File: config.mk
export PLATFORM = sky130hd
export DESIGN_NAME = resp_scoreboard_flat
export DESIGN_NICKNAME = d
export VERILOG_FILES = /design/src/rtl/cpuDefine.sv /design/src/rtl/resp_scoreboard_if.sv /design/src/rtl/sb_entry.sv /design/src/rtl/resp_scoreboard.sv /design/src/flat_wrapper.sv
export SDC_FILE = /design/constraint.sdc
export NUM_CORES = 1
export LEC_CHECK = 0
export ABC_AREA = 1
export BUFFER_PORTS_ARGS = -buffer_cell sky130_fd_sc_hd__buf_2
export CORE_AREA = 2 2 201 124
export CTS_CLUSTER_SIZE = 16
export DETAILED_ROUTE_END_ITERATION = 12
export DIE_AREA = 0 0 203 126
export SLEW_MARGIN = 0
export SYNTH_ARGS = -nofsm -noshare
export SYNTH_HDL_FRONTEND = slang
export SYNTH_SLANG_ARGS = --single-unit
File: constraint.sdc
create_clock -name clk -period 10.9 [get_ports clk]
set_input_delay 2.18 -clock clk [delete_from_list [all_inputs] [get_ports clk]]
set_output_delay 2.18 -clock clk [all_outputs]
set_load 0.01 [all_outputs]
File: src/rtl/cpuDefine.sv
// rtl/cpuDefine.sv - shared register-number, data types and scoreboard constants
package cpuDefine;

    typedef logic [4:0]  Gr;
    typedef logic [31:0] DType;

    localparam int SB_CNT_W = 2;
    localparam logic [SB_CNT_W-1:0] SB_CNT_MAX = 2'd3;
    localparam int NUM_REGS = 32;

    typedef logic [SB_CNT_W-1:0] sb_cnt_t;

endpackage

File: src/rtl/resp_scoreboard_if.sv
// rtl/resp_scoreboard_if.sv - pipeline-to-scoreboard signal bundle with modports
interface resp_scoreboard_if;
    import cpuDefine::*;

    logic id_valid;
    Gr    id_rj_no;
    Gr    id_rk_no;
    logic id_rj_used;
    logic id_rk_used;
    logic id_we;
    Gr    id_rd_no;
    logic id_is_load;
    logic ex_kill;
    Gr    ex_kill_rd_no;
    logic wb_we;
    Gr    wb_rd_no;
    logic wb_is_load;
    logic stall_id;
    logic issue;
    DType load_pend;
    logic sb_err;
    DType stall_cnt;

    modport master (
        output id_valid, id_rj_no, id_rk_no, id_rj_used, id_rk_used,
        output id_we, id_rd_no, id_is_load, ex_kill, ex_kill_rd_no,
        output wb_we, wb_rd_no, wb_is_load,
        input  stall_id, issue, load_pend, sb_err, stall_cnt
    );

    modport slave (
        input  id_valid, id_rj_no, id_rk_no, id_rj_used, id_rk_used,
        input  id_we, id_rd_no, id_is_load, ex_kill, ex_kill_rd_no,
        input  wb_we, wb_rd_no, wb_is_load,
        output stall_id, issue, load_pend, sb_err, stall_cnt
    );

endinterface

File: src/rtl/sb_entry.sv
// rtl/sb_entry.sv - one register's in-flight write counter and unresolved-load flag
module sb_entry
    import cpuDefine::*;
(
    input  logic    clk,
    input  logic    resetn,
    input  logic    inc,
    input  logic    dec_wb,
    input  logic    dec_kill,
    input  logic    ld_set,
    input  logic    ld_clr,
    output sb_cnt_t cnt,
    output logic    ld,
    output logic    ovf
);

    logic [SB_CNT_W:0] up;
    logic [SB_CNT_W:0] down;
    logic [SB_CNT_W:0] diff;
    sb_cnt_t           cnt_nxt;

    // Net all same-cycle events; an out-of-range result keeps the count and flags it.
    always_comb begin
        up      = {1'b0, cnt} + {{SB_CNT_W{1'b0}}, inc};
        down    = {{SB_CNT_W{1'b0}}, dec_wb} + {{SB_CNT_W{1'b0}}, dec_kill};
        diff    = up - down;
        ovf     = 1'b0;
        cnt_nxt = cnt;
        if (up < down) begin
            ovf = 1'b1;
        end else if (diff > {1'b0, SB_CNT_MAX}) begin
            ovf = 1'b1;
        end else begin
            cnt_nxt = diff[SB_CNT_W-1:0];
        end
    end

    // Counter register.
    always_ff @(posedge clk or negedge resetn) begin
        if (!resetn) begin
            cnt <= '0;
        end else begin
            cnt <= cnt_nxt;
        end
    end

    // Load flag: a new load issuing wins over a same-cycle retire or kill.
    always_ff @(posedge clk or negedge resetn) begin
        if (!resetn) begin
            ld <= 1'b0;
        end else if (ld_set) begin
            ld <= 1'b1;
        end else if (ld_clr) begin
            ld <= 1'b0;
        end
    end

endmodule

File: src/rtl/resp_scoreboard.sv
// rtl/resp_scoreboard.sv - load-use scoreboard; optional stall counter under RESP_SB_STAT_EN
module resp_scoreboard
    import cpuDefine::*;
(
    input  logic               clk,
    input  logic               resetn,
    resp_scoreboard_if.slave   bus
);

    logic [NUM_REGS-1:0]               ld_vec;
    logic [NUM_REGS-1:0]               ovf_vec;
    logic [NUM_REGS-1:0][SB_CNT_W-1:0] cnt_vec;
    logic                              rj_hit;
    logic                              rk_hit;
    logic                              wr_full;
    logic                              stall;
    logic                              issue;
    logic                              sb_err_q;

    // r0 is hardwired and never tracked.
    assign ld_vec[0]  = 1'b0;
    assign ovf_vec[0] = 1'b0;
    assign cnt_vec[0] = '0;

    // Only unresolved loads and a saturated writer count hold ID; ALU results are forwarded.
    always_comb begin
        rj_hit  = bus.id_rj_used && (bus.id_rj_no != '0) && ld_vec[bus.id_rj_no];
        rk_hit  = bus.id_rk_used && (bus.id_rk_no != '0) && ld_vec[bus.id_rk_no];
        wr_full = bus.id_we && (bus.id_rd_no != '0) && (cnt_vec[bus.id_rd_no] == SB_CNT_MAX);
        stall   = bus.id_valid && (rj_hit || rk_hit || wr_full);
        issue   = bus.id_valid && !stall;
    end

    for (genvar r = 1; r < NUM_REGS; r++) begin : g_entry
        logic inc;
        logic dec_wb;
        logic dec_kill;
        logic ld_set;
        logic ld_clr;

        assign inc      = issue && bus.id_we && (bus.id_rd_no == Gr'(r));
        assign ld_set   = inc && bus.id_is_load;
        assign dec_wb   = bus.wb_we && (bus.wb_rd_no == Gr'(r));
        assign dec_kill = bus.ex_kill && (bus.ex_kill_rd_no == Gr'(r));
        assign ld_clr   = (dec_wb && bus.wb_is_load) || dec_kill;

        sb_entry u_entry (
            .clk      (clk),
            .resetn   (resetn),
            .inc      (inc),
            .dec_wb   (dec_wb),
            .dec_kill (dec_kill),
            .ld_set   (ld_set),
            .ld_clr   (ld_clr),
            .cnt      (cnt_vec[r]),
            .ld       (ld_vec[r]),
            .ovf      (ovf_vec[r])
        );
    end

    // Sticky protocol error: any counter over/underflow latches until reset.
    always_ff @(posedge clk or negedge resetn) begin
        if (!resetn) begin
            sb_err_q <= 1'b0;
        end else if (|ovf_vec) begin
            sb_err_q <= 1'b1;
        end
    end

    assign bus.stall_id  = stall;
    assign bus.issue     = issue;
    assign bus.load_pend = ld_vec;
    assign bus.sb_err    = sb_err_q;

`ifdef RESP_SB_STAT_EN
    DType stall_cnt_q;

    // Free-running count of stalled ID cycles, wrapping naturally.
    always_ff @(posedge clk or negedge resetn) begin
        if (!resetn) begin
            stall_cnt_q <= '0;
        end else if (stall) begin
            stall_cnt_q <= stall_cnt_q + 1'b1;
        end
    end

    assign bus.stall_cnt = stall_cnt_q;
`else
    assign bus.stall_cnt = '0;
`endif

endmodule

File: src/flat_wrapper.sv
// flat-port wrapper written by rule: the top's interface ports become plain ports
module resp_scoreboard_flat import cpuDefine::*;
  (clk, resetn, bus_id_valid, bus_id_rj_no, bus_id_rk_no, bus_id_rj_used, bus_id_rk_used, bus_id_we, bus_id_rd_no, bus_id_is_load, bus_ex_kill, bus_ex_kill_rd_no, bus_wb_we, bus_wb_rd_no, bus_wb_is_load, bus_stall_id, bus_issue, bus_load_pend, bus_sb_err, bus_stall_cnt);
  resp_scoreboard_if bus_i ();
  input  logic clk;
  input  logic resetn;
  input wire logic [$bits(bus_i.id_valid)-1:0] bus_id_valid;
  input wire logic [$bits(bus_i.id_rj_no)-1:0] bus_id_rj_no;
  input wire logic [$bits(bus_i.id_rk_no)-1:0] bus_id_rk_no;
  input wire logic [$bits(bus_i.id_rj_used)-1:0] bus_id_rj_used;
  input wire logic [$bits(bus_i.id_rk_used)-1:0] bus_id_rk_used;
  input wire logic [$bits(bus_i.id_we)-1:0] bus_id_we;
  input wire logic [$bits(bus_i.id_rd_no)-1:0] bus_id_rd_no;
  input wire logic [$bits(bus_i.id_is_load)-1:0] bus_id_is_load;
  input wire logic [$bits(bus_i.ex_kill)-1:0] bus_ex_kill;
  input wire logic [$bits(bus_i.ex_kill_rd_no)-1:0] bus_ex_kill_rd_no;
  input wire logic [$bits(bus_i.wb_we)-1:0] bus_wb_we;
  input wire logic [$bits(bus_i.wb_rd_no)-1:0] bus_wb_rd_no;
  input wire logic [$bits(bus_i.wb_is_load)-1:0] bus_wb_is_load;
  output wire logic [$bits(bus_i.stall_id)-1:0] bus_stall_id;
  output wire logic [$bits(bus_i.issue)-1:0] bus_issue;
  output wire logic [$bits(bus_i.load_pend)-1:0] bus_load_pend;
  output wire logic [$bits(bus_i.sb_err)-1:0] bus_sb_err;
  output wire logic [$bits(bus_i.stall_cnt)-1:0] bus_stall_cnt;
  assign bus_i.id_valid = bus_id_valid;
  assign bus_i.id_rj_no = bus_id_rj_no;
  assign bus_i.id_rk_no = bus_id_rk_no;
  assign bus_i.id_rj_used = bus_id_rj_used;
  assign bus_i.id_rk_used = bus_id_rk_used;
  assign bus_i.id_we = bus_id_we;
  assign bus_i.id_rd_no = bus_id_rd_no;
  assign bus_i.id_is_load = bus_id_is_load;
  assign bus_i.ex_kill = bus_ex_kill;
  assign bus_i.ex_kill_rd_no = bus_ex_kill_rd_no;
  assign bus_i.wb_we = bus_wb_we;
  assign bus_i.wb_rd_no = bus_wb_rd_no;
  assign bus_i.wb_is_load = bus_wb_is_load;
  assign bus_stall_id = bus_i.stall_id;
  assign bus_issue = bus_i.issue;
  assign bus_load_pend = bus_i.load_pend;
  assign bus_sb_err = bus_i.sb_err;
  assign bus_stall_cnt = bus_i.stall_cnt;
  resp_scoreboard u_core (.clk(clk), .resetn(resetn), .bus(bus_i));
endmodule
Word-level counts from Yosys, hierarchy flattened
Cells that the tools add are included.
{ "totals": {"register_bits": 94, "inputBits": 35, "elab_cells": 771} }
{ "classes": {"add_sub_neg": 93, "order_cmp": 65, "n_eq_ne": 94, "n_mux": 130, "bitwise_logic": 62, "reduce_logical": 264} }
{ "op_table": {"columns": ["cell", "n"], "rows": [
  ["$eq A5 B5 Y1 const B", 48],
  ["$logic_and A1 B1 Y1", 164],
  ["$mux W1", 126],
  ["$eq A5 B4 Y1 const B", 24],
  ["$add A2 B1 Y3", 31],
  ["$gt A3 B2 Y1 const B", 31],
  ["$lt A3 B2 Y1", 31],
  ["$sub A3 B2 Y3", 31],
  ["$add A1 B1 Y2", 31],
  ["$not A1 Y1", 62],
  ["$reduce_and A2 Y1", 31],
  ["$reduce_bool A2 Y1", 31],
  ["$eq A5 B3 Y1 const B", 12],
  ["$logic_or A1 B1 Y1", 33],
  ["$reduce_or A31 Y1", 1],
  ["$eq A5 B2 Y1 const B", 6],
  ["$lt A5 B6 Y1 const B", 3],
  ["$eq A5 B1 Y1 const B", 3],
  ["$reduce_bool A5 Y1", 3],
  ["$bmux W1 S5", 2],
  ["$bmux W2 S5", 1],
  ["$eq A2 B2 Y1 const B", 1],
  ["$mux W2", 1],
  ["$logic_not A1 Y1", 1]
]} }

Longest topological paths before layout
{ "depth": {"ltp_word": 16, "ltp_mapped": 29} }

By module
A second synthesis with hierarchy kept.
{ "hier_totals": {"cells_unflattened": 1680, "hier_area_um2": 11517.3} }
{ "modules_own_cells": {"columns": ["module", "instances", "cells_per_inst", "area_per_inst_um2"], "rows": [
  ["sb_entry", 31, 29, 262.8],
  ["resp_scoreboard", 1, 781, 3372.0]
]} }

Worst setup path after synthesis
Ideal clock, no wire load.
{ "synth_timing": {"path_type": "in2out", "from": "input port bus_id_rd_no[1]", "to": "output port bus_issue", "arrival_time_ns": 3.423, "required_ns": 8.720, "slack_ns": 5.297, "path_stages": 14, "path_buffers": 3, "path_cell_list": "buf_4 > buf_4 > nand3_1 > nand3_1 > nand2_1 > inv_2 > nor2_1 > nand2_1 > nand3_1 > nand2_1 > nand2_1 > nand2_2 > nor2_4 > buf_4"} }
{ "synth_between": {"elab_chain_cells": 8} }
{ "synth_lines": {"columns": ["item", "line_no", "source"], "rows": [
  ["start: declaration", "flat_wrapper.sv:13", "input wire logic [$bits(bus_i.id_rd_no)-1:0] bus_id_rd_no;"],
  ["$bmux W2 S5", "resp_scoreboard.sv:29", "wr_full = bus.id_we && (bus.id_rd_no != '0) && (cnt_vec[bus.id_rd_no] == SB_CNT_MAX);"],
  ["$mux W2 (implied by the code)", "resp_scoreboard.sv:29", null],
  ["$eq A2 B2 Y1", "resp_scoreboard.sv:29", null],
  ["$logic_and A1 B1 Y1 *", "resp_scoreboard.sv:29", null],
  ["$logic_or A1 B1 Y1 *", "resp_scoreboard.sv:30", "stall = bus.id_valid && (rj_hit || rk_hit || wr_full);"],
  ["$logic_and A1 B1 Y1 *", "resp_scoreboard.sv:30", null],
  ["$logic_not A1 Y1 *", "resp_scoreboard.sv:31", "issue = bus.id_valid && !stall;"],
  ["$logic_and A1 B1 Y1 *", "resp_scoreboard.sv:31", null],
  ["end: declaration", "flat_wrapper.sv:21", "output wire logic [$bits(bus_i.issue)-1:0] bus_issue;"]
]} }
Every way passes the cells marked *; elsewhere a longest branch is shown, timed or not. The select of a mux whose other input is x is not followed.

Worst setup path after layout
{ "layout_timing": {"from": "input port bus_id_rd_no[0]", "to": "register u_core.sb_err_q (netlist: u_core.bus.sb_err)"} }
{ "layout_between": {"elab_chain_cells": 16} }
{ "layout_lines": {"columns": ["item", "line_no", "source"], "rows": [
  ["$bmux W2 S5", "resp_scoreboard.sv:29", null],
  ["$mux W2 (implied by the code)", "resp_scoreboard.sv:29", null],
  ["$eq A2 B2 Y1", "resp_scoreboard.sv:29", null],
  ["$logic_and A1 B1 Y1", "resp_scoreboard.sv:29", null],
  ["$logic_or A1 B1 Y1", "resp_scoreboard.sv:30", null],
  ["$logic_and A1 B1 Y1", "resp_scoreboard.sv:30", null],
  ["$logic_not A1 Y1", "resp_scoreboard.sv:31", null],
  ["$logic_and A1 B1 Y1", "resp_scoreboard.sv:31", null],
  ["$logic_and A1 B1 Y1 (2 in series)", "resp_scoreboard.sv:41", "assign inc = issue && bus.id_we && (bus.id_rd_no == Gr'(r));"],
  ["$add A2 B1 Y3", "sb_entry.sv:24", "up = {1'b0, cnt} + {{SB_CNT_W{1'b0}}, inc};"],
  ["$sub A3 B2 Y3", "sb_entry.sv:26", "diff = up - down;"],
  ["$gt A3 B2 Y1", "sb_entry.sv:31", "end else if (diff > {1'b0, SB_CNT_MAX}) begin"],
  ["$mux W1", "sb_entry.sv:31", null],
  ["$mux W1", "sb_entry.sv:29", "if (up < down) begin"],
  ["$reduce_or A31 Y1 *", "resp_scoreboard.sv:65", "end else if (|ovf_vec) begin"],
  ["end signal: assignment", "resp_scoreboard.sv:64", "sb_err_q <= 1'b0;"],
  ["end signal: assignment", "resp_scoreboard.sv:66", "sb_err_q <= 1'b1;"],
  ["end: declaration", "resp_scoreboard.sv:18", "logic sb_err_q;"]
]} }
Marked as above.
A chain may end at the register's enable or synchronous reset.

==> flow_summary.html <==
<table>
<tr><th>Metric</th><th>Value</th></tr>
<tr><th colspan="2">Setup path</th></tr>
<tr><td>Data arrival time of the worst path</td><td>8.04 ns</td></tr>
<tr><td>Critical path data required time</td><td>about 11 ns</td></tr>
<tr><td>Crit path max-delay cell type</td><td>nor4_1</td></tr>
<tr><td>Endpoint type of the worst setup path</td><td>flip-flop</td></tr>
<tr><td>Critical path start-end classification</td><td>input port to flip-flop</td></tr>
<tr><td>Worst stage delay on the critical path</td><td>0.82 ns</td></tr>
<tr><td>Dominant cell type by count on the critical path</td><td>nand2_1</td></tr>
<tr><td>Startpoint type of the worst setup path</td><td>input port</td></tr>
<tr><td>Setup slack, reg-to-reg</td><td>5.17 ns</td></tr>
<tr><td>Crit Path Max Fanout</td><td>34</td></tr>
<tr><td>Cells along the critical path</td><td>buf_2 -&gt; inv_4 -&gt; nand2_2 -&gt; inv_2 -&gt; a21oi_1 -&gt; nand2_1 -&gt; nand2_1 -&gt; nand4_1 -&gt; nand2_1 -&gt; nand2_1 -&gt; nand2_1 -&gt; nand2_2 -&gt; nor2_4 -&gt; nand2_2 -&gt; nor3_2 -&gt; ha_1 -&gt; ha_1 -&gt; fa_1 -&gt; xor2_1 -&gt; o21ai_0 -&gt; nor4_1 -&gt; nand4_1 -&gt; or2_2</td></tr>
<tr><th colspan="2">Timing</th></tr>
<tr><td>Clock Skews</td><td>approximately 0.013 ns</td></tr>
<tr><td>Setup repair after global routing missed its margin</td><td>false</td></tr>
<tr><td>Worst slew pin tran</td><td>roughly 0.94 ns</td></tr>
<tr><td>Post-layout minimum cycle time</td><td>7.78 ns</td></tr>
<tr><td>Total of endpoints with negative setup slack in the final report</td><td>0</td></tr>
<tr><td>Final hold violation count</td><td>0</td></tr>
<tr><td>Highest attainable clock frequency</td><td>0.129 GHz</td></tr>
<tr><td>Max Slew Vio Count</td><td>0</td></tr>
<tr><td>Max transition margin</td><td>36.8%</td></tr>
<tr><td>Final TNS setup</td><td>0 ns</td></tr>
<tr><td>PnR worst setup slack</td><td>3.12 ns</td></tr>
<tr><td>Portion of the clock cycle consumed by the worst path in the final layout</td><td>71.4%</td></tr>
<tr><th colspan="2">Global route</th></tr>
<tr><td>Initial antenna violation count</td><td>2</td></tr>
<tr><td>Total GRT Usage</td><td>26.9%</td></tr>
<tr><td>Congestion Overflow GR</td><td>0</td></tr>
<tr><td>First-pass GRT wire length</td><td>a little over 50000 um</td></tr>
<tr><td>Via count of the first global-routing pass</td><td>between 8000 and 9000</td></tr>
<tr><td>Pin count of the biggest net entering global routing</td><td>58</td></tr>
<tr><th colspan="2">Floorplanning</th></tr>
<tr><td>Initial core utilization</td><td>around 44%</td></tr>
<tr><td>Height of the die</td><td>126 um</td></tr>
<tr><td>Horizontal extent of the die</td><td>203 um</td></tr>
<tr><td>I/O pin total</td><td>around 100</td></tr>
<tr><td>Die area</td><td>25600 um^2</td></tr>
<tr><td>Standard-cell row count</td><td>44</td></tr>
<tr><td>Floorplan Core Area</td><td>23700 um^2</td></tr>
<tr><th colspan="2">Placed design</th></tr>
<tr><td>Post-placement cell area</td><td>roughly 11000 um^2</td></tr>
<tr><td>Placement Setup Slack</td><td>2.95 ns</td></tr>
<tr><td>RePlAce Congestion</td><td>0.958</td></tr>
<tr><td>Number of port buffers</td><td>between 60 and 70</td></tr>
<tr><td>Half-perimeter wire length of the detailed placement result</td><td>26800 um</td></tr>
<tr><th colspan="2">Yosys</th></tr>
<tr><td>Leading area contributor after synthesis</td><td>dfrtp_1</td></tr>
<tr><td>Distinct cells, synth</td><td>31</td></tr>
<tr><td>Avg Synthesized Cell Area</td><td>approximately 7.5 um^2</td></tr>
<tr><td>Area fraction of the dominant cell type after synthesis</td><td>22.3%</td></tr>
<tr><td>Share of synthesized area occupied by flip-flops and latches</td><td>22.3%</td></tr>
<tr><td>Post-synthesis instance area</td><td>10500 um^2</td></tr>
<tr><td>Number of flip-flops and latches in the synthesized netlist</td><td>94</td></tr>
<tr><td>Top post-synthesis cells by area</td><td>dfrtp_1 22%, ha_1 15%, fa_1 12%, nand2_1 11%, nor2_1 7.7%</td></tr>
<tr><td>Warnings from Yosys</td><td>0</td></tr>
<tr><td>Number of instances in the synthesized netlist</td><td>1415</td></tr>
<tr><th colspan="2">Clock network</th></tr>
<tr><td>Number of buffers inserted for hold repair after clock tree synthesis</td><td>0</td></tr>
<tr><td>CTS root buffer</td><td>clkbuf_16</td></tr>
<tr><td>CTS buffer count</td><td>9</td></tr>
<tr><td>Max Root-Sink Buffers</td><td>2</td></tr>
<tr><td>Total number of clock tree sinks</td><td>94</td></tr>
<tr><td>Clk Latency, worst-skew pair</td><td>0.38 ns</td></tr>
<tr><td>Clock transition at the registers of the reported paths</td><td>0.07 ns</td></tr>
<tr><td>Post-CTS Setup Repair Bufs</td><td>0</td></tr>
<tr><td>CTS tree</td><td>yes</td></tr>
<tr><td>CTS H-tree depth</td><td>3</td></tr>
<tr><td>Number of gates resized after cts</td><td>0</td></tr>
<tr><th colspan="2">Drt</th></tr>
<tr><td>Final wirelength</td><td>33500 um</td></tr>
<tr><td>Met3 WL</td><td>approximately 4000 um</td></tr>
<tr><td>Routed wire per std cell</td><td>~19 um</td></tr>
<tr><td>First-pass iteration count of the detailed router</td><td>6</td></tr>
<tr><td>Top layer used by detailed routing</td><td>met4</td></tr>
<tr><td>Final routed DRC violation total</td><td>0</td></tr>
<tr><td>Via density per instance</td><td>5.26</td></tr>
<tr><td>Met2 layer wire length in the routed design</td><td>12700 um</td></tr>
<tr><td>Met1 routed wirelength after detailed routing</td><td>16400 um</td></tr>
<tr><td>Total number of vias</td><td>between 9000 and 10000</td></tr>
<tr><td>DRC marker count from the first detailed-route iteration</td><td>between 1000 and 1500</td></tr>
<tr><td>Count of antenna-violating nets left after detailed routing</td><td>0</td></tr>
<tr><th colspan="2">Finish</th></tr>
<tr><td>Nets@finish</td><td>around 1600</td></tr>
<tr><td>Most used cells in the layout excluding fill and tap cells</td><td>304 x nand2_1, 215 x nor2_1, 203 x inv_1</td></tr>
<tr><td>Area growth syn-to-layout</td><td>5.19%</td></tr>
<tr><td>Summed area of non-filler cells in the final layout</td><td>11100 um^2</td></tr>
<tr><td>Most common cell after layout, fill and taps aside</td><td>nand2_1</td></tr>
<tr><td>Fraction of final layout cells with drive strength greater than 1</td><td>8.95%</td></tr>
<tr><th colspan="2">Pwr</th></tr>
<tr><td>Leak pwr</td><td>0.00558 uW</td></tr>
<tr><td>Power density relative to cell area</td><td>about 160 nW/um^2</td></tr>
<tr><td>Peak VDD IR</td><td>~0.09 mV</td></tr>
<tr><th colspan="2">Status</th></tr>
<tr><td>Status</td><td>complete, no violations</td></tr>
<tr><th colspan="2">Min path</th></tr>
<tr><td>Hold/Removal Path Class</td><td>flip-flop to flip-flop</td></tr>
<tr><th colspan="2">Run</th></tr>
<tr><td>Maximum capacitance violations</td><td>0</td></tr>
</table>
stage by stage:
| stage | hold WS [ns] | instances | total power (uW) | utilization (%) |
|---|---|---|---|---|
| detailed placement | 0.514 | 1736 | 1410 | 45.3 |
| global route | 0.565 | 1752 | 1960 | 46.7 |
| floorplan | 0.481 | 1447 | 1170 | - |
| CTS | 0.532 | 1752 | 1810 | 46.7 |
| global placement | 0.509 | 1736 | 1390 | 45.3 |
| finish | 0.532 | 1753 | 1810 | 46.7 |
where the power goes:
part	leakage [uW]	internal, uW	switching, uW
Combinational	0.00423	315	473
Sequential	0.00117	472	158
Clock	0.000172	230	159
Total	0.00558	1020	789
cell families (layout without fill, tap and decap cells):
group | after synthesis | in the layout | synth area share (%)
AO/OA/AOI/OAI | 114 | 114 | 6.05
XOR/XNOR | 31 | 31 | 2.58
adder cells (fa/ha/maj) | 186 | 186 | 26.5
buffers and inverters | 311 | 294 | 13.9
flip-flops | 94 | 94 | 22.3
multiplexers | 21 | 21 | 2.24
other | 1 | 34 | 0.0356
AND/OR/NAND/NOR | 657 | 657 | 26.4
state kept, by name (all words and copies together) (netlist names):
register	count
u_core.g_entry.u_entry.ld	31
u_core.bus.sb_err	1
u_core.g_entry.u_entry.cnt	62
routing by layer:
layer	up-vias	GRT usage (%)
li1	4396	-
met1	4365	42.1
met2	420	34.9
met3	34	9.03
met4	0	5.54
met5	-	0
worst paths after layout:
check                                                  from                                end  depth (start not counted)
max                                         bus_id_rd_no[0]                  u_core.bus.sb_err                         23
min                        u_core.g_entry[9].u_entry.cnt[0]   u_core.g_entry[9].u_entry.cnt[0]                          2
max reg2reg                   u_core.g_entry[26].u_entry.ld                  u_core.bus.sb_err                         21
min reg2reg                u_core.g_entry[9].u_entry.cnt[0]   u_core.g_entry[9].u_entry.cnt[0]                          2
max in group asynchronous                            resetn  u_core.g_entry[16].u_entry.cnt[0]                          2
min in group asynchronous                            resetn  u_core.g_entry[12].u_entry.cnt[1]                          1
area by class of cell:
cell class,instances,area [um^2]
Sequential cell,94,2350
Tap cell,322,403
Multi-Input combinational cell,1042,6850
Clock inverter,6,109
Timing Repair Buffer,69,350
Clock buffer,10,239
Antenna cell,1,2.50
Fill cell,2406,12600
Inverter,209,787
Yosys cell counts, drive strengths merged:
library cell / instances
dfrtp: 94
nand2: 309
inv: 208
clkbuf: 13
or2: 1
mux2: 21
nand3: 59
nor3: 18
buf: 89
ha: 124
nor2: 216
conb: 1
nand4: 34
nor3b: 1
o21ai: 77
clkinv: 1
fa: 62
o211ai: 3
a21oi: 18
a211o: 16
nand3b: 11
nor4: 8
xor2: 31
worst max-delay path, delay by kind of cell:
family / cells / cell delay (ns)
AND/OR/NAND/NOR: 14 / 3.49
XOR/XNOR: 1 / 0.18
AO/OA/AOI/OAI: 2 / 0.37
buffers and inverters: 3 / 0.81
adder cells (fa/ha/maj): 3 / 0.94
(Power assumes the default switching activity.)
